<file path="src/rtl/onehot_index_encoder.sv">
// Captures a request vector, then streams the index of each set bit, lowest first,
// one index per accepted valid/ready handshake.
module onehot_index_encoder #(
    parameter int IDX_W = 3
) (
    input  logic                  clk,
    input  logic                  reset,
    input  logic                  load,
    input  logic [2**IDX_W-1:0]   data_in,
    output logic                  busy,
    output logic [IDX_W-1:0]      data_out,
    output logic                  out_valid,
    input  logic                  out_ready,
    output logic                  out_last,
    output logic [IDX_W:0]        remaining,
    output logic                  dbg_state
);

    localparam int W = 2**IDX_W;

    typedef enum logic {
        IDLE = 1'b0,
        SCAN = 1'b1
    } state_t;

    state_t         state;
    logic [W-1:0]   pend;
    logic [W-1:0]   pend_cleared;

    function automatic logic [IDX_W-1:0] lowest_idx(input logic [W-1:0] v);
        logic [IDX_W-1:0] idx;
        idx = '0;
        for (int i = W - 1; i >= 0; i--) begin
            if (v[i]) idx = IDX_W'(i);
        end
        return idx;
    endfunction

    function automatic logic [IDX_W:0] popcount(input logic [W-1:0] v);
        logic [IDX_W:0] n;
        n = '0;
        for (int i = 0; i < W; i++) begin
            n = n + {{IDX_W{1'b0}}, v[i]};
        end
        return n;
    endfunction

    // Handshake: a transfer happens on an edge where out_valid and out_ready are both 1.
    // out_valid never depends on out_ready, and data holds while out_ready is low.
    assign pend_cleared = pend & (pend - {{(W-1){1'b0}}, 1'b1});

    assign busy      = (state == SCAN);
    assign out_valid = (state == SCAN);
    assign dbg_state = state;

    always_ff @(posedge clk) begin
        if (reset) begin
            state     <= IDLE;
            pend      <= '0;
            data_out  <= '0;
            out_last  <= 1'b0;
            remaining <= '0;
        end else begin
            case (state)
                IDLE: begin
                    if (load && (data_in != '0)) begin
                        state     <= SCAN;
                        pend      <= data_in;
                        data_out  <= lowest_idx(data_in);
                        remaining <= popcount(data_in);
                        out_last  <= (popcount(data_in) == (IDX_W+1)'(1));
                    end
                end
                SCAN: begin
                    if (out_ready) begin
                        pend <= pend_cleared;
                        if (out_last) begin
                            state     <= IDLE;
                            data_out  <= '0;
                            out_last  <= 1'b0;
                            remaining <= '0;
                        end else begin
                            // remaining tracks popcount(pend), so the last index is the one at 2->1.
                            data_out  <= lowest_idx(pend_cleared);
                            remaining <= remaining - (IDX_W+1)'(1);
                            out_last  <= (remaining == (IDX_W+1)'(2));
                        end
                    end
                end
                default: state <= IDLE;
            endcase
        end
    end

endmodule

</file>
<file path="config.mk">
export PLATFORM = sky130hd
export DESIGN_NAME = onehot_index_encoder
export DESIGN_NICKNAME = d
export VERILOG_FILES = /design/src/rtl/onehot_index_encoder.sv
export SDC_FILE = /design/constraint.sdc
export NUM_CORES = 1
export LEC_CHECK = 0
export CAP_MARGIN = 15
export CORE_MARGIN = 4
export CORE_UTILIZATION = 49
export DETAILED_ROUTE_END_ITERATION = 8
export PLACE_DENSITY = 0.76
export SYNTH_ARGS = -nofsm -noshare
export SYNTH_HDL_FRONTEND = slang
export SYNTH_SLANG_ARGS = --single-unit
</file>
<file path="constraint.sdc">
create_clock -name clk -period 8.9 [get_ports clk]
set_input_delay 0.89 -clock clk [delete_from_list [all_inputs] [get_ports clk]]
set_output_delay 0.89 -clock clk [all_outputs]
set_load 0.05 [all_outputs]
</file>
==> run metrics, run 1 <==
part of the cycle the worst path needs=0.468; Antenna diodes=0; CP Cell Sequence=clkdlybuf4s50_1 -> fa_1 -> inv_1 -> fa_1 -> fa_1 -> inv_1 -> ha_1 -> inv_1 -> fa_1 -> xor2_1 -> and4_1 -> a221oi_1 -> nor3_1; most frequent cells after synthesis=21 x nor2_1, 19 x inv_1, 17 x dfxtp_1; Clock Power Share=0.164; # DRC=0; outcome=finished clean; gr ovfl total=0; clk_lat worst skew=0.29 ns; top-area cell type share of the netlist area=0.261; Finished Layout Cells=216; clk_skew=0.00174 ns; critical path class=input pin to flop; Arr. time, crit path=4.33 ns; initial antenna violation count=0; maxcap violations=0; largest net degree at the start of global routing=18; clock root buffer=clkbuf_4; Post-synth EDFFs=0; Max FO, Critical Path=5; Synth Cell Area=1300 µm²; cts hold-fix bufs=0; #FFs+latches synth=17; WL per Instance=15.7 µm; Power Internal=147 µW; Leak=0.000590 µW; Area growth syn-to-layout=17.5%; Max Clock Freq=0.240 GHz; Final HPWL DP=2590 µm; clock buffer depth=2; combinational power share=0.457; Crit-path slowest cell=fa_1; Num CTS Buffers=3; first-iteration detailed-routing DRC count=48; ranking of synthesized cells by area=dfxtp_1 26%, fa_1 6.1%, nor2_1 6.1%; element type at the critical path end=flop; GP Congestion=0.812; IO Pins=23; sequential element share of the synthesized area=0.261; Post-CTS Setup Inserts=0; switching fraction of total power=0.419; vias per inst=5.94; # nets final=209; Unique masters post-synth=41; setup TNS=0 ns; Pins Over Slew Limit=0; CP Launch Type=input pin; Final Setup Violations=0; Syn Area/Cell=7.62 µm²; CTS H-tree lvls=1; Hold Crit Class=flop to flop; layout cell share with drive strength beyond 1=0.0538; Slew Limit Headroom=0.352; shortest period the worst path allows=4.16 ns; die span in y=59.6 µm; Most used DFF post-synth=dfxtp_1; total wire length=3400 µm; first-pass GRT wire length=6050 µm; Placed Cells=212; Final Power=252 µW; CTS tree=done; post-route antenna net violation count=0; drt first pass iters=4; slew at the pin closest to its max-slew limit=0.972 ns; Flop pwr share=0.379; FFs w/ async S/R, synth=0; PD cells=165 nW/µm²; YS warnings=0; initial core utilization=0.521; Core Area=2500 µm²; Tot GR Track Use=0.224; Worst path max stage delay=0.58 ns; Synth area leader=dfxtp_1; count leader, synth=nor2_1; family with the most delay on the worst path=adder cells; WHS=0.510 ns; RSZ-0062 raised after global routing=no; synthesized netlist cell count=171; Worst Path Required=9.06 ns; vias in the first global route=1,324; Mapped Nets=193; Buffers on Ports=22; Worst-path clk slew=0.10 ns; die area=3550 µm²; Die X-Extent=59.6 µm; endpoints failing hold=0; CP dominant cell by count=fa_1; Worst VDD drop=0.147 mV; Psw=106 µW; crit path buf inv count=4; num rows=18; PostCTS Resize Cnt=0; clk sinks=17; DR vias=1,283
==> state kept, by name (all words and copies together) (netlist names) <==
| name | flops |
|---|---|
| busy | 1 |
| data_out | 3 |
| out_last | 1 |
| pend | 8 |
| remaining | 4 |
==> final timing paths <==
kind | slack, ns | depth (start not counted) | end | startpoint
worst max-delay path | 4.74 | 13 | out_last | data_in[0]
worst min-delay path | 0.51 | 2 | data_out[1] | data_out[1]
worst max register to register | 6.81 | 5 | data_out[1] | pend[2]
worst min register to register | 0.51 | 2 | data_out[1] | data_out[1]
==> power by group through the flow <==
stage               clock network, µW  logic [µW]  registers [µW]
finish                           41.4         115            95.6
global route                     46.2         128            97.1
CTS                              44.2         115            95.5
detailed placement                  0         115            97.3
global placement                    0         112            96.5
floorplan                           0        68.8             110
==> placed cells by master, fill, tap and decap left out, types with 2 or more instances in the layout <==
cell type / instances
clkdlybuf4s50_1: 22
nor2_1: 21
inv_1: 19
dfxtp_1: 17
a21oi_1: 15
nand2_1: 12
o21ai_0: 9
nor3_1: 9
ha_1: 6
a211oi_1: 5
fa_1: 4
a31oi_1: 3
clkbuf_4: 3
nor4_1: 2
a311oi_1: 2
nand2b_1: 2
a21o_1: 2
a221oi_1: 2
o22ai_1: 2
nor2b_1: 2
or4_1: 2
o31ai_1: 2
or2_2: 2
nor3b_1: 2
o2111ai_1: 2
nand3_1: 2
==> worst min-delay path, stage by stage, from the launching register on <==
cell and delay (ns):
dfxtp_1 0.32, nor2_1 0.10, a211oi_1 0.05
==> final cells by class <==
type / instances / area (µm²)
clock buffers: 3 / 22.5
fillers: 216 / 970
flip-flops and latches: 17 / 340
multi-input cells: 123 / 826
clock inverters: 1 / 5.00
inverters: 19 / 71.3
well taps: 30 / 37.5
repair buffers: 23 / 228
==> routing by layer <==
metal  vias up  track usage  part of all wire
met4         0       0.0728             0.015
met3         7       0.0566             0.068
met2        50        0.385              0.50
met5         -            0                 0
met1       587        0.271              0.42
li1        639            -                 -
==> cells by family after synthesis <==
logic type,after synthesis,synth area share
compound gates,52,0.282
xor+xnor,2,0.0135
fa+ha+maj,11,0.127
buf+inv,31,0.105
flops,17,0.261
simple gates,58,0.211
==> through the flow <==
step                      worst slack (ns)  instance area [µm²]   util
after floorplan                       5.16                 1300      -
after global placement                4.52                 1500  0.601
after detailed placement              4.43                 1500  0.601
after CTS                             4.76                 1530  0.612
after global routing                  4.64                 1530  0.612
final                                 4.74                 1530  0.612
Note: power is estimated with default switching activity, not from simulation.
==> run 2, diff against run 1 <==
- clock period: 8.9 -> 4.2 ns (I/O delays scaled with it)
==> run 2 against run 1 <==
Compared with the run above: non-clock buffer count is the same; critical path type unchanged; combinational power rose by 110%; sequential power grew 110%; design area stayed put; first-iteration DRC count is 4.2% higher; register-to-register slack got worse by 4.9 ns; wire length shrank 1.6%; largest power group unchanged; final cell count unchanged; die area unchanged.
==> run metrics, run 2 (synthesis results as in run 1) <==
Placed Cells=212; WL per Instance=15.5 µm; post-route antenna net violation count=0; CTS tree=done; Largest regs=pend: 8 flops, remaining: 4 flops, data_out: 3 flops; layout cell share with drive strength beyond 1=0.0538; Pins Over Slew Limit=0; initial antenna violation count=0; # nets final=209; DR vias=1,297; commonest non-fill, non-tap cells in the layout=22 x clkdlybuf4s50_1, 21 x nor2_1, 19 x inv_1; Arr. time, crit path=3.84 ns; r2r endpoint=remaining[2]; Core Area=2500 µm²; clk sinks=17; Slew Limit Headroom=0.332; IO Pins=23; worst hold path depth=2; endpoints failing hold=0; CP Launch Type=input pin; register with the highest flop count=pend; crit path buf inv count=4; clock root buffer=clkbuf_4; first-iteration detailed-routing DRC count=50; R2R setup slack=1.95 ns; Flop pwr share=0.374; clk_skew=0.00501 ns; Layout fillers=229; # DRC=0; CP dominant cell by count=fa_1; num rows=18; WHS Endpoint=data_out[2]; Post-CTS Setup Inserts=0; Final Setup Violations=0; CTS H-tree lvls=1; Max FO, Critical Path=5; Buffers on Ports=22; CP Cell Sequence=clkdlybuf4s50_1 -> fa_1 -> inv_1 -> fa_1 -> fa_1 -> inv_1 -> ha_1 -> inv_1 -> fa_1 -> xor2_1 -> and4_1 -> a221oi_1 -> nor3_1; Die X-Extent=59.6 µm; max reg flops=8; total wire length=3350 µm; PostCTS Resize Cnt=0; family with the most delay on the worst path=adder cells; cts hold-fix bufs=0; Worst Path Required=4.38 ns; initial core utilization=0.521; gr ovfl total=0; vias in the first global route=1,296; maxcap violations=0; worst r2r src=busy; Final HPWL DP=2510 µm; Hold Crit Class=flop to flop; Area growth syn-to-layout=17.5%; vias per inst=6.00; Antenna diodes=0; die area=3550 µm²; Worst path max stage delay=0.57 ns; PD cells=354 nW/µm²; largest net degree at the start of global routing=18; switching fraction of total power=0.426; Max Clock Freq=0.273 GHz; Psw=230 µW; first-pass GRT wire length=5770 µm; slew at the pin closest to its max-slew limit=1.00 ns; GP Congestion=0.807; RSZ-0062 raised after global routing=no; cell count along the critical path=13; part of the cycle the worst path needs=0.873; min-delay src=data_out[2]; Reg2Reg Depth=5; critical path class=input pin to flop; clk_lat worst skew=0.31 ns; outcome=finished clean; Worst VDD drop=0.235 mV; Worst-path clk slew=0.12 ns; Clock Power Share=0.179; setup TNS=0 ns; Tot GR Track Use=0.209; drt first pass iters=4; combinational power share=0.447; Num CTS Buffers=3; WHS=0.505 ns; most common cell after layout, fill and taps aside=clkdlybuf4s50_1; Power Internal=311 µW; Crit-path slowest cell=fa_1; clock buffer depth=2; die span in y=59.6 µm; Leak=0.000590 µW; shortest period the worst path allows=3.66 ns; element type at the critical path end=flop; Finished Layout Cells=216
## run 2: cell counts in the layout (fill, tap and decap cells not counted)
No cell type changed its count.
## run 2: metrics by stage
stage	util	power, µW	setup WS (ns)	cell area [µm²]
2_1_floorplan	-	379	0.931	1300
3_3_place_gp	0.601	442	0.293	1500
3_5_place_dp	0.601	447	0.206	1500
4_1_cts	0.612	546	0.538	1530
5_1_grt	0.612	580	0.370	1530
6_report	0.612	541	0.535	1530
## run 2: worst max path at each step
stage               end  startpoint
3_3_place_gp   out_last  data_in[0]
5_1_grt        out_last  data_in[0]
6_report       out_last  data_in[0]
4_1_cts        out_last  data_in[0]
3_5_place_dp   out_last  data_in[0]
2_1_floorplan  out_last  data_in[0]
## run 2: routing by layer
metal	share of wire	global-route usage	vias to the layer above	wire length, µm
met4	0.013	0.0665	0	45
met1	0.42	0.242	609	1420
li1	-	-	637	-
met5	0	0	-	0
met3	0.054	0.0349	4	182
met2	0.51	0.387	47	1700
## run 2: power by group through the flow
stage	clock network [µW]	registers (µW)	logic, µW
2_1_floorplan	0	233	146
3_3_place_gp	0	205	238
3_5_place_dp	0	206	242
4_1_cts	101	202	243
5_1_grt	107	206	267
6_report	96.8	202	242
## run 2: cell type report
cell class              instances  area (µm²)  share of cell area
multi-input cells             123         826               0.540
flip-flops and latches         17         340               0.222
repair buffers                 23         228               0.149
inverters                      19        71.3              0.0466
well taps                      30        37.5              0.0245
clock buffers                   3        22.5              0.0147
clock inverters                 1        5.00             0.00327
## run 2: worst reg2reg max path: cells and delay by family, from the launching register on
family	cells	cell delay, ns
compound gates	4	1.27
buf+inv	1	0.21
flops	1	0.71
